$ cat config.mk
export PLATFORM = sky130hd
export DESIGN_NAME = ipsxe_floating_point_a3_y_mult_seq_v1_0
export DESIGN_NICKNAME = d
export VERILOG_FILES = /design/src/rtl/ipsxe_floating_point_a3_y_mult_seq_v1_0.sv
export SDC_FILE = /design/constraint.sdc
export NUM_CORES = 2
export LEC_CHECK = 0
export ABC_CLOCK_PERIOD_IN_PS = 5200
export BUFFER_PORTS_ARGS = -buffer_cell sky130_fd_sc_hd__buf_2
export CAP_MARGIN = 20
export CORE_MARGIN = 3
export CORE_UTILIZATION = 38
export DETAILED_ROUTE_END_ITERATION = 8
export PLACE_DENSITY = 0.53
export SLEW_MARGIN = 20
export SYNTH_ARGS = -nofsm -noshare
export SYNTH_HDL_FRONTEND = slang
export SYNTH_SLANG_ARGS = --single-unit
$ cat constraint.sdc
create_clock -name i_clk -period 5.2 [get_ports i_clk]
set_input_delay 0.26 -clock i_clk [delete_from_list [all_inputs] [get_ports i_clk]]
set_output_delay 0.26 -clock i_clk [all_outputs]
set_load 0.01 [all_outputs]
$ cat src/rtl/ipsxe_floating_point_a3_y_mult_seq_v1_0.sv
// Sequential shift-add multiplier forming a3*y for the invsqrt datapath.
// Emits P[2*HALF_W-10 -: OUT_W] and flags any set bit in the top 9 product bits.
module ipsxe_floating_point_a3_y_mult_seq_v1_0 #(
  parameter int unsigned MAN_WIDTH = 52,
  parameter int unsigned RNE       = 2,
  parameter int unsigned RNE1      = 49,
  parameter int unsigned RNE2      = 44,
  parameter int unsigned DIGIT_W   = 4,
  localparam int unsigned HALF_W   = ((MAN_WIDTH + 1) + RNE + RNE1) / 2,
  localparam int unsigned OUT_W    = HALF_W + RNE2 - 9
) (
  input  logic              i_clk,
  input  logic              i_rst_n,
  input  logic              i_valid,
  output logic              o_ready,
  input  logic [HALF_W-1:0] i_a3,
  input  logic [HALF_W-1:0] i_y,
  output logic              o_valid,
  input  logic              i_ready,
  output logic [OUT_W-1:0]  o_a3_y_rne2_dlt9zeros,
  output logic              o_hi_nz
);

  localparam int unsigned N      = (HALF_W + DIGIT_W - 1) / DIGIT_W;
  localparam int unsigned YPAD_W = N * DIGIT_W;
  localparam int unsigned ACC_W  = 2 * HALF_W;
  localparam int unsigned CNT_W  = (N > 1) ? $clog2(N) : 1;
  localparam int unsigned HI_LSB = ACC_W - 9;

  typedef enum logic [1:0] {S_IDLE, S_RUN, S_DONE} state_e;

  state_e             state_q, state_d;
  logic [ACC_W-1:0]   a3_sh_q, a3_sh_d;
  logic [YPAD_W-1:0]  y_sh_q, y_sh_d;
  logic [ACC_W-1:0]   acc_q, acc_d;
  logic [CNT_W-1:0]   cnt_q, cnt_d;
  logic [OUT_W-1:0]   result_q, result_d;
  logic               hi_nz_q, hi_nz_d;
  logic               valid_q, valid_d;

  logic [DIGIT_W-1:0] digit_c;
  logic [ACC_W-1:0]   acc_sum_c;
  logic               last_c;
  logic               accept_c;

  assign o_ready   = (state_q == S_IDLE) && i_rst_n;
  assign accept_c  = i_valid && o_ready;
  assign last_c    = (cnt_q == CNT_W'(N - 1));
  // a3 is pre-shifted to the current digit weight, y is consumed LSB digit first
  assign digit_c   = y_sh_q[DIGIT_W-1:0];
  assign acc_sum_c = acc_q + a3_sh_q * ACC_W'(digit_c);

  always_ff @(posedge i_clk) begin
    if (!i_rst_n) state_q <= S_IDLE;
    else          state_q <= state_d;
  end

  always_comb begin
    state_d = state_q;
    case (state_q)
      S_IDLE:  if (accept_c) state_d = S_RUN;
      S_RUN:   if (last_c)   state_d = S_DONE;
      S_DONE:  if (i_ready)  state_d = S_IDLE;
      default: state_d = S_IDLE;
    endcase
  end

  always_comb begin
    a3_sh_d  = a3_sh_q;
    y_sh_d   = y_sh_q;
    acc_d    = acc_q;
    cnt_d    = cnt_q;
    result_d = result_q;
    hi_nz_d  = hi_nz_q;
    valid_d  = valid_q;
    case (state_q)
      S_IDLE: begin
        if (accept_c) begin
          a3_sh_d = ACC_W'(i_a3);
          y_sh_d  = YPAD_W'(i_y);
          acc_d   = '0;
          cnt_d   = '0;
        end
      end
      S_RUN: begin
        acc_d   = acc_sum_c;
        a3_sh_d = a3_sh_q << DIGIT_W;
        y_sh_d  = y_sh_q >> DIGIT_W;
        if (last_c) begin
          result_d = acc_sum_c[HI_LSB-1 -: OUT_W];
          hi_nz_d  = |acc_sum_c[ACC_W-1:HI_LSB];
          valid_d  = 1'b1;
        end else begin
          cnt_d = cnt_q + CNT_W'(1);
        end
      end
      S_DONE: begin
        if (i_ready) valid_d = 1'b0;
      end
      default: valid_d = 1'b0;
    endcase
  end

  always_ff @(posedge i_clk) begin
    if (!i_rst_n) begin
      a3_sh_q  <= '0;
      y_sh_q   <= '0;
      acc_q    <= '0;
      cnt_q    <= '0;
      result_q <= '0;
      hi_nz_q  <= 1'b0;
      valid_q  <= 1'b0;
    end else begin
      a3_sh_q  <= a3_sh_d;
      y_sh_q   <= y_sh_d;
      acc_q    <= acc_d;
      cnt_q    <= cnt_d;
      result_q <= result_d;
      hi_nz_q  <= hi_nz_d;
      valid_q  <= valid_d;
    end
  end

  assign o_valid               = valid_q;
  assign o_a3_y_rne2_dlt9zeros = result_q;
  assign o_hi_nz               = hi_nz_q;

endmodule
==> results.yml <==
synthesis:
  synthAdderAreaFrac_pct: 24.7
  yosysSeqAreaShare_pct: 23.7
  ys.flop_type: "dfxtp_1"
  synth_cell_type_count: 67
  synth_seq_cells: 355
  synth_compound_gate_area_share_pct: 17.0
  post_synth_instance_area_um2: 30000
  synth_nets: 4330
  synth_edf_count: 0
  synth_cells: 3811
  synth-simple-area-share_pct: 22.4
  xor_and_xnor_fraction_of_the_mapped_netlist_area_pct: 3.03
  synth-async-reset-ratio_pct: 0
  yosysWarnings: 0
  muxShareOfSynthArea_pct: 0.104
  synth_largest_type_area_fraction_pct: 23.7
  combinational_family_with_the_most_area_after_synthesis: "adder cells"
  synth.avg_cell_area_um2: 7.88
  largest_cells_by_area_after_synthesis: "dfxtp_1, fa_1, and2_1"
  yosys.area.top_type: "dfxtp_1"
clocking:
  cts_max_path_buffers: 3
  clk_pin_slew_ns: 0.06
  cts_tree: "built"
  cts_buffers: 47
  latest_clock_arrival_within_the_worst_skew_pair_ns: 0.60
  cts.root.buffer_cell: "clkbuf_16"
  htree_levels: 2
  tritoncts_num_sinks: 355
critical_path:
  cp.buffers_inverters: 6
  crit_path_end_kind: "flip-flop"
  timing.critical_path.slowest_stage_cell: "fa_1"
  critPathTopFamily: "compound AO/OA/AOI/OAI gates"
  critPathLaunchType: "flip-flop"
  crit_path_cell_trace: "buf_12 > clkbuf_16 > and2_4 > fa_1 > fa_1 > inv_2 > fa_1 > inv_2 > ha_4 > buf_4 > a21oi_1 > o21ai_0 > buf_4 > a21o_1 > a21oi_1 > o21a_2 > o31ai_4 > a311o_1 > a311oi_2 > xnor2_2 > nor4_2 > a21oi_1"
  worstPathMaxFanout: 6
  crit_start: "y_sh_q[1]$_SDFFE_PN0P_"
  cp_data_required_time_ns: 5.68
  cp_data_arrival_time_ns: 5.85
  crit_type: "reg -> reg"
  critical_path.reg2reg.startpoint: "y_sh_q[1]$_SDFFE_PN0P_"
  crit_path_max_incr_delay_ns: 0.55
  worstRegToRegCells: 22
  r2r_setup_slack_ns: -0.17
  worstReg2RegEnd: "o_hi_nz$_SDFFE_PN0P_"
timing:
  maxSlewHeadroom_pct: 32.0
  fin_tns_setup_ns: -0.687
  setup-violations-final: 8
  report.final.slew_viol_count: 0
  fin_hold_ws_ns: 0.0437
  final.setup.worst_slack_ns: -0.172
  skew_ns: 0.0282
  achievable-frequency_mhz: 186
  fin_crit_sh_pct: 103
  timing.final.hold_violations: 0
  worst_pin_slew_ns: 1.02
  rsz_0062_raised_after_global_routing: "yes"
  final.min_clock_period_ns: 5.37
power:
  power.density_nw_per_um2: 209
  total_power_mw: 8.63
  vdd_ir_drop_max_mv: 0.232
  power.leakage_nw: 18.9
grt:
  grt_usage_pct: 24.2
  vias_in_the_first_global_route: 28800
  grt_first_pass_wirelength_mm: 160
  antenna_violations_before_repair: 2
  globalRoute.totalOverflow: 0
  grt_start_max_net_pins: 131
placement:
  dp_worst_setup_slack_ns: -0.632
  globalplace.congestion: 0.944
  placed_cells: 5389
  placed_cell_area_um2: 36000
  place.port_buffers: 197
  place.detailed.hpwl_mm: 74.9
layout:
  syn2layout_area_growth_pct: 37.5
  most_common_cell_after_layout_fill_and_taps_aside: "buf_4"
  fill_cells: 7482
  multi_input_combinational_cell_area_um2: 22200
  nNetsFinal: 5069
  final-seq-area_um2: 7120
  share_of_final_layout_standard_cells_stronger_than_drive_strength_1_pct: 26.4
  layout.core_utilization_pct: 53.0
  layoutNonFillerInstCount: 5629
  top_library_cells_by_usage_in_the_layout_fill_and_taps_aside: "buf_4, nand2_1, inv_1"
  finalInstanceArea_um2: 41300
run_status:
  violated_checks: "setup timing"
  run_status: "finished with violations"
drt:
  drc: 0
  iteration_count_of_the_initial_detailed_routing_pass: 5
  route.antenna.remaining_nets: 0
  vias: 28700
  drt_first_iter_violations: 1938
  routed_wirelength_mm: 102
  routedWlPerCell_um: 18.2
  vias_per_cell: 5.09
worst_hold_path:
  hp-start: "i_a3[51]"
  worst_hold_path.endpoint: "a3_sh_q[51]$_SDFFE_PN0P_"
  timing.hold.worst.class: "in -> reg"
  hold_depth: 3
floorplanning:
  die_h_um: 287
  fp-row-count: 102
  boundaryPins: 198
  effective_utilization_at_floorplan_pct: 38.6
  die_width_um: 287
  floorplan.core_area_um2: 77800
  die-area_um2: 82400
flow_run:
  maxCapViolations: 0
[timing repair]
item	4_1_cts	5_1_grt
gates resized for setup	104	331
hold buffers	106	0
setup endpoints to repair	104	108
cloned	1	5
hold endpoints to repair	105	0
pin swaps	15	119
buffers inserted	12	30
[worst reg2reg max path: stages, from the launching register on]
cell       delay, ns
dfxtp_4         0.46
buf_12          0.18
clkbuf_16       0.17
and2_4          0.14
fa_1            0.42
fa_1            0.55
inv_2           0.05
fa_1            0.53
inv_2           0.05
ha_4            0.16
buf_4           0.12
a21oi_1         0.22
o21ai_0         0.14
buf_4           0.17
a21o_1          0.20
a21oi_1         0.25
o21a_2          0.22
o31ai_4         0.08
a311o_1         0.38
a311oi_2        0.28
xnor2_2         0.12
nor4_2          0.28
a21oi_1         0.09
[metal layers]
metal,vias up,share of wire (%),GRT usage (%)
li1,13900,-,-
met1,14000,48,35.0
met2,651,45,38.4
met3,110,4.6,3.02
met4,0,2.4,5.83
met5,-,0,0
[kinds of logic (layout without fill, tap and decap cells)]
| group | count (synthesis) | count (layout) |
|---|---|---|
| AND/OR/NAND/NOR | 1433 | 1433 |
| flip-flops | 355 | 355 |
| buffers and inverters | 722 | 1499 |
| multiplexers | 3 | 3 |
| XOR/XNOR | 104 | 104 |
| adder cells (fa/ha/maj) | 411 | 411 |
| other | 0 | 1 |
| AO/OA/AOI/OAI | 783 | 783 |
[cell type report]
cell class                 count  area share, %
inverter                     492           4.49
clock inverter                21          0.912
antenna                        1        0.00606
sequential                   355           17.2
tap                         1040           3.15
clock buffer                  66           3.27
timing repair buffer         920           17.1
multi-input combinational   2734           53.9
[flip-flops by register name, indices dropped and copies added, names as in the netlist]
register / cells
cnt_q: 4
o_hi_nz: 1
o_a3_y_rne2_dlt9zeros: 87
y_sh_q: 52
o_valid: 1
a3_sh_q: 104
acc_q: 104
state_q: 2
[synthesized netlist by cell type, types with 4 or more instances]
master,count
a21o_1,55
a22oi_1,109
ha_1,109
o21ai_0,110
nand2_1,553
and2_1,384
or4_1,5
nor3_1,28
xor2_1,49
o21bai_1,27
nor2_1,314
and4_1,5
clkbuf_1,212
o21a_1,10
and3_1,7
a21boi_0,5
nand2b_1,11
buf_2,9
dfxtp_1,355
nor2b_1,10
o221ai_1,6
buf_1,9
a211oi_1,9
nand4_1,45
o31ai_1,8
a221oi_1,4
o211ai_1,11
inv_1,491
fa_1,302
a41oi_1,5
nand3_1,51
or3_1,8
a21oi_1,263
a311oi_1,100
a31oi_1,21
a22o_1,13
xnor2_1,55
[how the worst max path moves through the flow]
stage	to	slack (ns)	cells after the start
finish	o_hi_nz$_SDFFE_PN0P_	-0.17	22
global route	o_hi_nz$_SDFFE_PN0P_	-0.36	22
CTS	o_hi_nz$_SDFFE_PN0P_	-0.23	20
detailed placement	o_hi_nz$_SDFFE_PN0P_	-0.63	20
global placement	acc_q[67]$_SDFFE_PN0P_	-0.59	22
floorplan	o_hi_nz$_SDFFE_PN0P_	0.007	21
[power breakdown]
group | internal, mW | switching (mW) | total [mW] | leakage [nW]
clock | 2.31 | 1.38 | 3.68 | 0.831
combinational | 0.883 | 1.14 | 2.02 | 15.2
sequential | 2.83 | 0.0954 | 2.93 | 2.89
total | 6.02 | 2.61 | 8.63 | 18.9
Note: power is estimated with default switching activity, not from simulation.
